**config.mk**
```make
export PLATFORM = sky130hd
export DESIGN_NAME = rgb_binarize_flat
export DESIGN_NICKNAME = d
export VERILOG_FILES = /design/src/rtl/rgb_binarize_if.sv /design/src/rtl/rgb_binarize.sv /design/src/flat_wrapper.sv
export SDC_FILE = /design/constraint.sdc
export NUM_CORES = 1
export LEC_CHECK = 0
export CORE_UTILIZATION = 40
export DETAILED_ROUTE_END_ITERATION = 7
export PLACE_DENSITY = 0.6
export SYNTH_ARGS = -nofsm -noshare
export SYNTH_HDL_FRONTEND = slang
export SYNTH_SLANG_ARGS = --single-unit
```
**constraint.sdc**
```tcl
create_clock -name clk -period 4.75 [get_ports clk]
set_input_delay 0.95 -clock clk [delete_from_list [all_inputs] [get_ports clk]]
set_output_delay 0.95 -clock clk [all_outputs]
set_load 0.05 [all_outputs]
```
**src/rtl/rgb_binarize_if.sv**
```systemverilog
// Pixel-in / binary-pixel-out bus for rgb_binarize; the master drives the
// RGB565 stream and threshold strobe, the slave returns the binarized stream.
interface rgb_binarize_if;
  logic [15:0] din;
  logic        din_vld;
  logic        din_sop;
  logic        din_eop;
  logic        thresh_wr;
  logic [7:0]  thresh_in;
  logic        dout;
  logic        dout_vld;
  logic        dout_sop;
  logic        dout_eop;
  logic        frame_err;

  modport master (
    output din, din_vld, din_sop, din_eop, thresh_wr, thresh_in,
    input  dout, dout_vld, dout_sop, dout_eop, frame_err
  );

  modport slave (
    input  din, din_vld, din_sop, din_eop, thresh_wr, thresh_in,
    output dout, dout_vld, dout_sop, dout_eop, frame_err
  );
endinterface

```
**src/rtl/rgb_binarize.sv**
```systemverilog
// RGB565 -> 8-bit luma -> 1-bit threshold, 3-stage pipeline, frame policing.
// Latency 3 registers; no backpressure, one pixel per clock.
module rgb_binarize #(
  parameter int unsigned IMG_W          = 640,
  parameter int unsigned IMG_H          = 480,
  parameter logic [7:0]  THRESH_DEFAULT = 8'd128,
  parameter bit          INVERT         = 1'b0
) (
  input logic          clk,
  input logic          rst,
  rgb_binarize_if.slave bus
);

  localparam int unsigned PIX_TOTAL = IMG_W * IMG_H;
  localparam int          CNT_W     = $clog2(PIX_TOTAL + 1);
  localparam logic [CNT_W-1:0] CNT_FULL = CNT_W'(PIX_TOTAL);
  localparam logic [CNT_W-1:0] CNT_LAST = CNT_W'(PIX_TOTAL - 1);
  localparam logic [CNT_W-1:0] CNT_ONE  = CNT_W'(1);

  typedef enum logic {IDLE, IN_FRAME} state_t;

  state_t           state;
  logic [CNT_W-1:0] pix_cnt;
  logic             frame_err_q;
  logic [7:0]       thr_pending;
  logic [7:0]       thr_active;
  logic [7:0]       thr_sel;
  logic             accept;
  logic             start;

  logic [7:0]  r8, g8, b8;
  logic [15:0] p_r, p_g, p_b;
  logic [7:0]  thr1, thr2;
  logic [7:0]  y2;
  logic [7:0]  luma;
  logic        vld1, sop1, eop1;
  logic        vld2, sop2, eop2;
  logic        dout_q, dout_vld_q, dout_sop_q, dout_eop_q;

  // A pixel carries the threshold of its own frame down the pipe, so a new
  // frame starting right behind an eop cannot re-threshold the old tail.
  always_comb begin
    accept  = bus.din_vld & (bus.din_sop | (state == IN_FRAME));
    start   = accept & bus.din_sop;
    thr_sel = thr_active;
    if (start) thr_sel = bus.thresh_wr ? bus.thresh_in : thr_pending;
  end

  always_ff @(posedge clk or posedge rst) begin
    if (rst) begin
      state       <= IDLE;
      pix_cnt     <= '0;
      frame_err_q <= 1'b0;
      thr_pending <= THRESH_DEFAULT;
      thr_active  <= THRESH_DEFAULT;
    end else begin
      frame_err_q <= 1'b0;
      if (bus.thresh_wr) thr_pending <= bus.thresh_in;
      if (start)         thr_active  <= thr_sel;
      if (bus.din_vld) begin
        if (bus.din_sop) begin
          if (bus.din_eop) begin
            state       <= IDLE;
            pix_cnt     <= '0;
            frame_err_q <= (state == IN_FRAME) || (PIX_TOTAL != 1);
          end else begin
            state       <= IN_FRAME;
            pix_cnt     <= CNT_ONE;
            frame_err_q <= (state == IN_FRAME);
          end
        end else if (state == IN_FRAME) begin
          if (bus.din_eop) begin
            state       <= IDLE;
            pix_cnt     <= '0;
            frame_err_q <= (pix_cnt != CNT_LAST);
          end else if (pix_cnt == CNT_FULL) begin
            // overrun: this pixel still goes out, the rest wait for a sop
            state       <= IDLE;
            pix_cnt     <= '0;
            frame_err_q <= 1'b1;
          end else begin
            pix_cnt <= pix_cnt + CNT_ONE;
          end
        end else begin
          frame_err_q <= 1'b1;
        end
      end
    end
  end

  assign r8   = {bus.din[15:11], bus.din[15:13]};
  assign g8   = {bus.din[10:5],  bus.din[10:9]};
  assign b8   = {bus.din[4:0],   bus.din[4:2]};
  assign luma = 8'((p_r + p_g + p_b) >> 8);

  always_ff @(posedge clk or posedge rst) begin
    if (rst) begin
      vld1 <= 1'b0; sop1 <= 1'b0; eop1 <= 1'b0;
      vld2 <= 1'b0; sop2 <= 1'b0; eop2 <= 1'b0;
      p_r  <= '0;   p_g  <= '0;   p_b  <= '0;
      thr1 <= '0;   thr2 <= '0;   y2   <= '0;
      dout_q     <= 1'b0;
      dout_vld_q <= 1'b0;
      dout_sop_q <= 1'b0;
      dout_eop_q <= 1'b0;
    end else begin
      vld1 <= accept;
      sop1 <= accept & bus.din_sop;
      eop1 <= accept & bus.din_eop;
      p_r  <= 16'(r8) * 16'd77;
      p_g  <= 16'(g8) * 16'd150;
      p_b  <= 16'(b8) * 16'd29;
      thr1 <= thr_sel;

      vld2 <= vld1;
      sop2 <= sop1;
      eop2 <= eop1;
      y2   <= luma;
      thr2 <= thr1;

      dout_vld_q <= vld2;
      dout_sop_q <= sop2;
      dout_eop_q <= eop2;
      if (vld2) dout_q <= (y2 >= thr2) ^ INVERT;
    end
  end

  assign bus.dout      = dout_q;
  assign bus.dout_vld  = dout_vld_q;
  assign bus.dout_sop  = dout_sop_q;
  assign bus.dout_eop  = dout_eop_q;
  assign bus.frame_err = frame_err_q;

endmodule
```
**src/flat_wrapper.sv**
```systemverilog
// flat-port wrapper written by rule: the top's interface ports become plain ports
module rgb_binarize_flat 
#(
  parameter int unsigned IMG_W          = 640,
  parameter int unsigned IMG_H          = 480,
  parameter logic [7:0]  THRESH_DEFAULT = 8'd128,
  parameter bit          INVERT         = 1'b0
)
  (clk, rst, bus_din, bus_din_vld, bus_din_sop, bus_din_eop, bus_thresh_wr, bus_thresh_in, bus_dout, bus_dout_vld, bus_dout_sop, bus_dout_eop, bus_frame_err);
  rgb_binarize_if bus_i ();
  input logic clk;
  input logic rst;
  input wire logic [$bits(bus_i.din)-1:0] bus_din;
  input wire logic [$bits(bus_i.din_vld)-1:0] bus_din_vld;
  input wire logic [$bits(bus_i.din_sop)-1:0] bus_din_sop;
  input wire logic [$bits(bus_i.din_eop)-1:0] bus_din_eop;
  input wire logic [$bits(bus_i.thresh_wr)-1:0] bus_thresh_wr;
  input wire logic [$bits(bus_i.thresh_in)-1:0] bus_thresh_in;
  output wire logic [$bits(bus_i.dout)-1:0] bus_dout;
  output wire logic [$bits(bus_i.dout_vld)-1:0] bus_dout_vld;
  output wire logic [$bits(bus_i.dout_sop)-1:0] bus_dout_sop;
  output wire logic [$bits(bus_i.dout_eop)-1:0] bus_dout_eop;
  output wire logic [$bits(bus_i.frame_err)-1:0] bus_frame_err;
  assign bus_i.din = bus_din;
  assign bus_i.din_vld = bus_din_vld;
  assign bus_i.din_sop = bus_din_sop;
  assign bus_i.din_eop = bus_din_eop;
  assign bus_i.thresh_wr = bus_thresh_wr;
  assign bus_i.thresh_in = bus_thresh_in;
  assign bus_dout = bus_i.dout;
  assign bus_dout_vld = bus_i.dout_vld;
  assign bus_dout_sop = bus_i.dout_sop;
  assign bus_dout_eop = bus_i.dout_eop;
  assign bus_frame_err = bus_i.frame_err;
  rgb_binarize #(.IMG_W(IMG_W), .IMG_H(IMG_H), .THRESH_DEFAULT(THRESH_DEFAULT), .INVERT(INVERT)) u_core (.clk(clk), .rst(rst), .bus(bus_i));
endmodule
```
==> results.py <==
metrics = {
    "timing": {
        "skew_ns": 0.00941,
        "setup_viol": 0,
        "finalCritPeriodShare": 0.880,
        "rsz0062_at_grt": "no",
        "final_max_slew_viol_count": 0,
        "layout_setup_ws_ns": 0.572,
        "min_period_ns": 4.18,
        "fin_tns_setup_ns": 0,
        "max_freq_mhz": 239,
        "slew_headroom": 0.371,
        "finalHoldViolations": 0,
        "tightest_slew_ns": 0.944,
    },
    "final_layout": {
        "syn2layout_area_growth_pct": 16.6,
        "layout-drive-gt1-share": 0.117,
        "layout_common_cells": "121 x ha_1, 112 x dfrtp_1, 78 x inv_1, 37 x fa_1, 34 x clkdlybuf4s50_1",
        "n_antenna_cell": 0,
        "fin_nets": 904,
        "mostFrequentLayoutCell": "ha_1",
        "instances_no_fill": 958,
    },
    "clock_network": {
        "cts_sinks": 114,
        "h-tree-depth": 4,
        "cts-root-buf": "clkbuf_16",
        "clk_pin_slew_worst_paths_ns": 0.05,
        "cts_resized": 0,
        "cts_hold_buf": 0,
        "cts_tree": "yes",
        "cts.path.max_buffers": 2,
        "cts_made_buffers": 17,
        "cts_setup_buffers": 0,
        "clk_latency_ns": 0.42,
    },
    "global_routing": {
        "grt_usage": 0.154,
        "grt_start_max_net_pins": 80,
        "grt_pass1_wl_mm": 23.6,
        "antenna_found_initial": 0,
        "grt_overflow_total": 0,
        "grt_pass1_vias": 5189,
    },
    "min_path": {
        "holdCritPathClass": "reg -> reg",
        "hp-start": "u_core.sop1",
    },
    "yosys": {
        "syn_area_per_cell_um2": 11.4,
        "synth-seq-cells": 114,
        "ys_seq_area_frac": 0.381,
        "synth_edf_count": 0,
        "syn_nets": 847,
        "synth_cell_types": 62,
        "async_reset_ff_frac": 1.00,
        "synthesis.area_mm2": 0.00749,
        "synth_warnings": 0,
        "syn-instance-count": 659,
        "synth_ff_type": "dfrtp_1",
    },
    "floorplanning": {
        "core_mm2": 0.0181,
        "die_y_um": 139,
        "design.die.area_mm2": 0.0193,
        "io_pins": 35,
        "rows": 49,
        "start_util": 0.413,
        "die-width_um": 139,
    },
    "run_status": {
        "violations": "DRC",
        "status": "finished, violations left",
    },
    "drt": {
        "drt_iter0_drc": 203,
        "viasPerCell": 5.06,
        "wl_per_cell_um": 13.9,
        "route.detailed.drc": 3,
        "routed_wl_mm": 13.3,
        "vias": 4845,
        "first_pass_iters": 8,
        "antenna_left": 0,
    },
    "placement": {
        "dp_hpwl_mm": 10.4,
        "numPortBuffers": 34,
        "dp_slack_ns": 0.168,
        "gp_congestion": 0.849,
        "place_inst": 926,
    },
    "worst_setup_path": {
        "r2r_slack_ns": 2.14,
        "cp_max_fo": 5,
        "crit_start": "bus_din[12]",
        "crit_path_start_kind": "input pin",
        "path_class": "in -> reg",
        "r2r_start": "u_core.p_b[2]",
        "cp.arrival_ns": 4.50,
        "required_ns": 5.07,
        "endpoint_kind": "flip-flop",
    },
    "job": {
        "cap_violations": 0,
    },
    "pwr": {
        "power_density_mw_per_mm2": 545,
        "leakage_nw": 4.23,
        "max-vdd-ir-drop_mv": 0.315,
        "finalPower_w": 0.00476,
    },
}
-- power breakdown --
part / leakage (nW) / internal (W) / total (W) / switching, W
Sequential: 1.39 / 0.00124 / 0.00136 / 0.000119
Combinational: 2.57 / 0.00104 / 0.00221 / 0.00117
Clock: 0.270 / 0.000748 / 0.00119 / 0.000447
Total: 4.23 / 0.00303 / 0.00476 / 0.00173
-- cells in the mapped netlist, types with 4 or more instances --
master    instances  area (um^2)
xnor2_1          25          219
and3_1            8         50.1
o21ai_1           7         35.0
xor2_1           16          140
fa_1             37          741
nor2b_1          10         62.6
nor2_1           24         90.1
nor3_1            7         35.0
o21ai_0          22          110
inv_1            79          297
a21o_1           12         90.1
mux2_2           24          270
a21oi_1          24          120
dfrtp_1         112         2800
and2_1            4         25.0
o21a_1            4         30.0
nand3_1          14         70.1
nand2b_1          4         25.0
nand2_1          33          124
ha_1            121         1510
-- per-stage QoR --
stage | cell area (um^2) | hold WS [ns] | utilization
floorplan | 7490 | 0.331 | -
global placement | 8170 | 0.334 | 0.450
detailed placement | 8170 | 0.335 | 0.450
CTS | 8740 | 0.347 | 0.481
global route | 8740 | 0.350 | 0.481
finish | 8740 | 0.346 | 0.481
-- metal layers --
metal / global-route usage / share of wire
met1: 0.190 / 0.46
met2: 0.264 / 0.49
met3: 0.0363 / 0.029
met4: 0.0538 / 0.014
met5: 0 / 0
-- final timing paths --
check	end	cells after the start
max	u_core.p_r[12]	13
min	u_core.sop2	0
max reg2reg	u_core.y2[6]	8
min reg2reg	u_core.sop2	0
max in group asynchronous	u_core.pix_cnt[2]	3
min in group asynchronous	u_core.p_g[5]	2
-- logic make-up (layout without fill, tap and decap cells) --
group / after synthesis / after routing / synth area share
adders and majority gates: 158 / 158 / 0.301
buffers and inverters: 84 / 154 / 0.0424
and+or+nand+nor: 132 / 132 / 0.0950
DFF: 114 / 114 / 0.381
muxes: 25 / 25 / 0.0374
xor gates and xnor gates: 41 / 41 / 0.0479
AOI/OAI and AO/OA: 105 / 105 / 0.0955
-- state kept, by name, indices dropped and copies added (netlist names), 8 cells and up --
signal and count:
u_core.thr2 8, u_core.thr_pending 8, u_core.p_b 13, u_core.thr_active 8
u_core.y2 8, u_core.pix_cnt 19, u_core.p_r 15, u_core.p_g 15
u_core.thr1 8
-- critical path, stage by stage --
cell	delay [ns]
clkdlybuf4s50_1	0.50
ha_1	0.33
ha_1	0.29
inv_1	0.06
fa_1	0.49
fa_1	0.52
inv_1	0.04
ha_1	0.36
o21a_1	0.20
o21a_1	0.19
and3_1	0.19
a211oi_2	0.24
xnor2_1	0.15
-- area by class of cell --
| class | count | area [um^2] |
|---|---|---|
| fill | 1615 | 9410 |
| multi-input combinational | 461 | 4320 |
| sequential | 114 | 2860 |
| clock buffer | 21 | 460 |
| timing repair buffer | 43 | 408 |
| inverter | 79 | 299 |
| tap | 229 | 287 |
| clock inverter | 11 | 106 |
(Power assumes the default switching activity.)
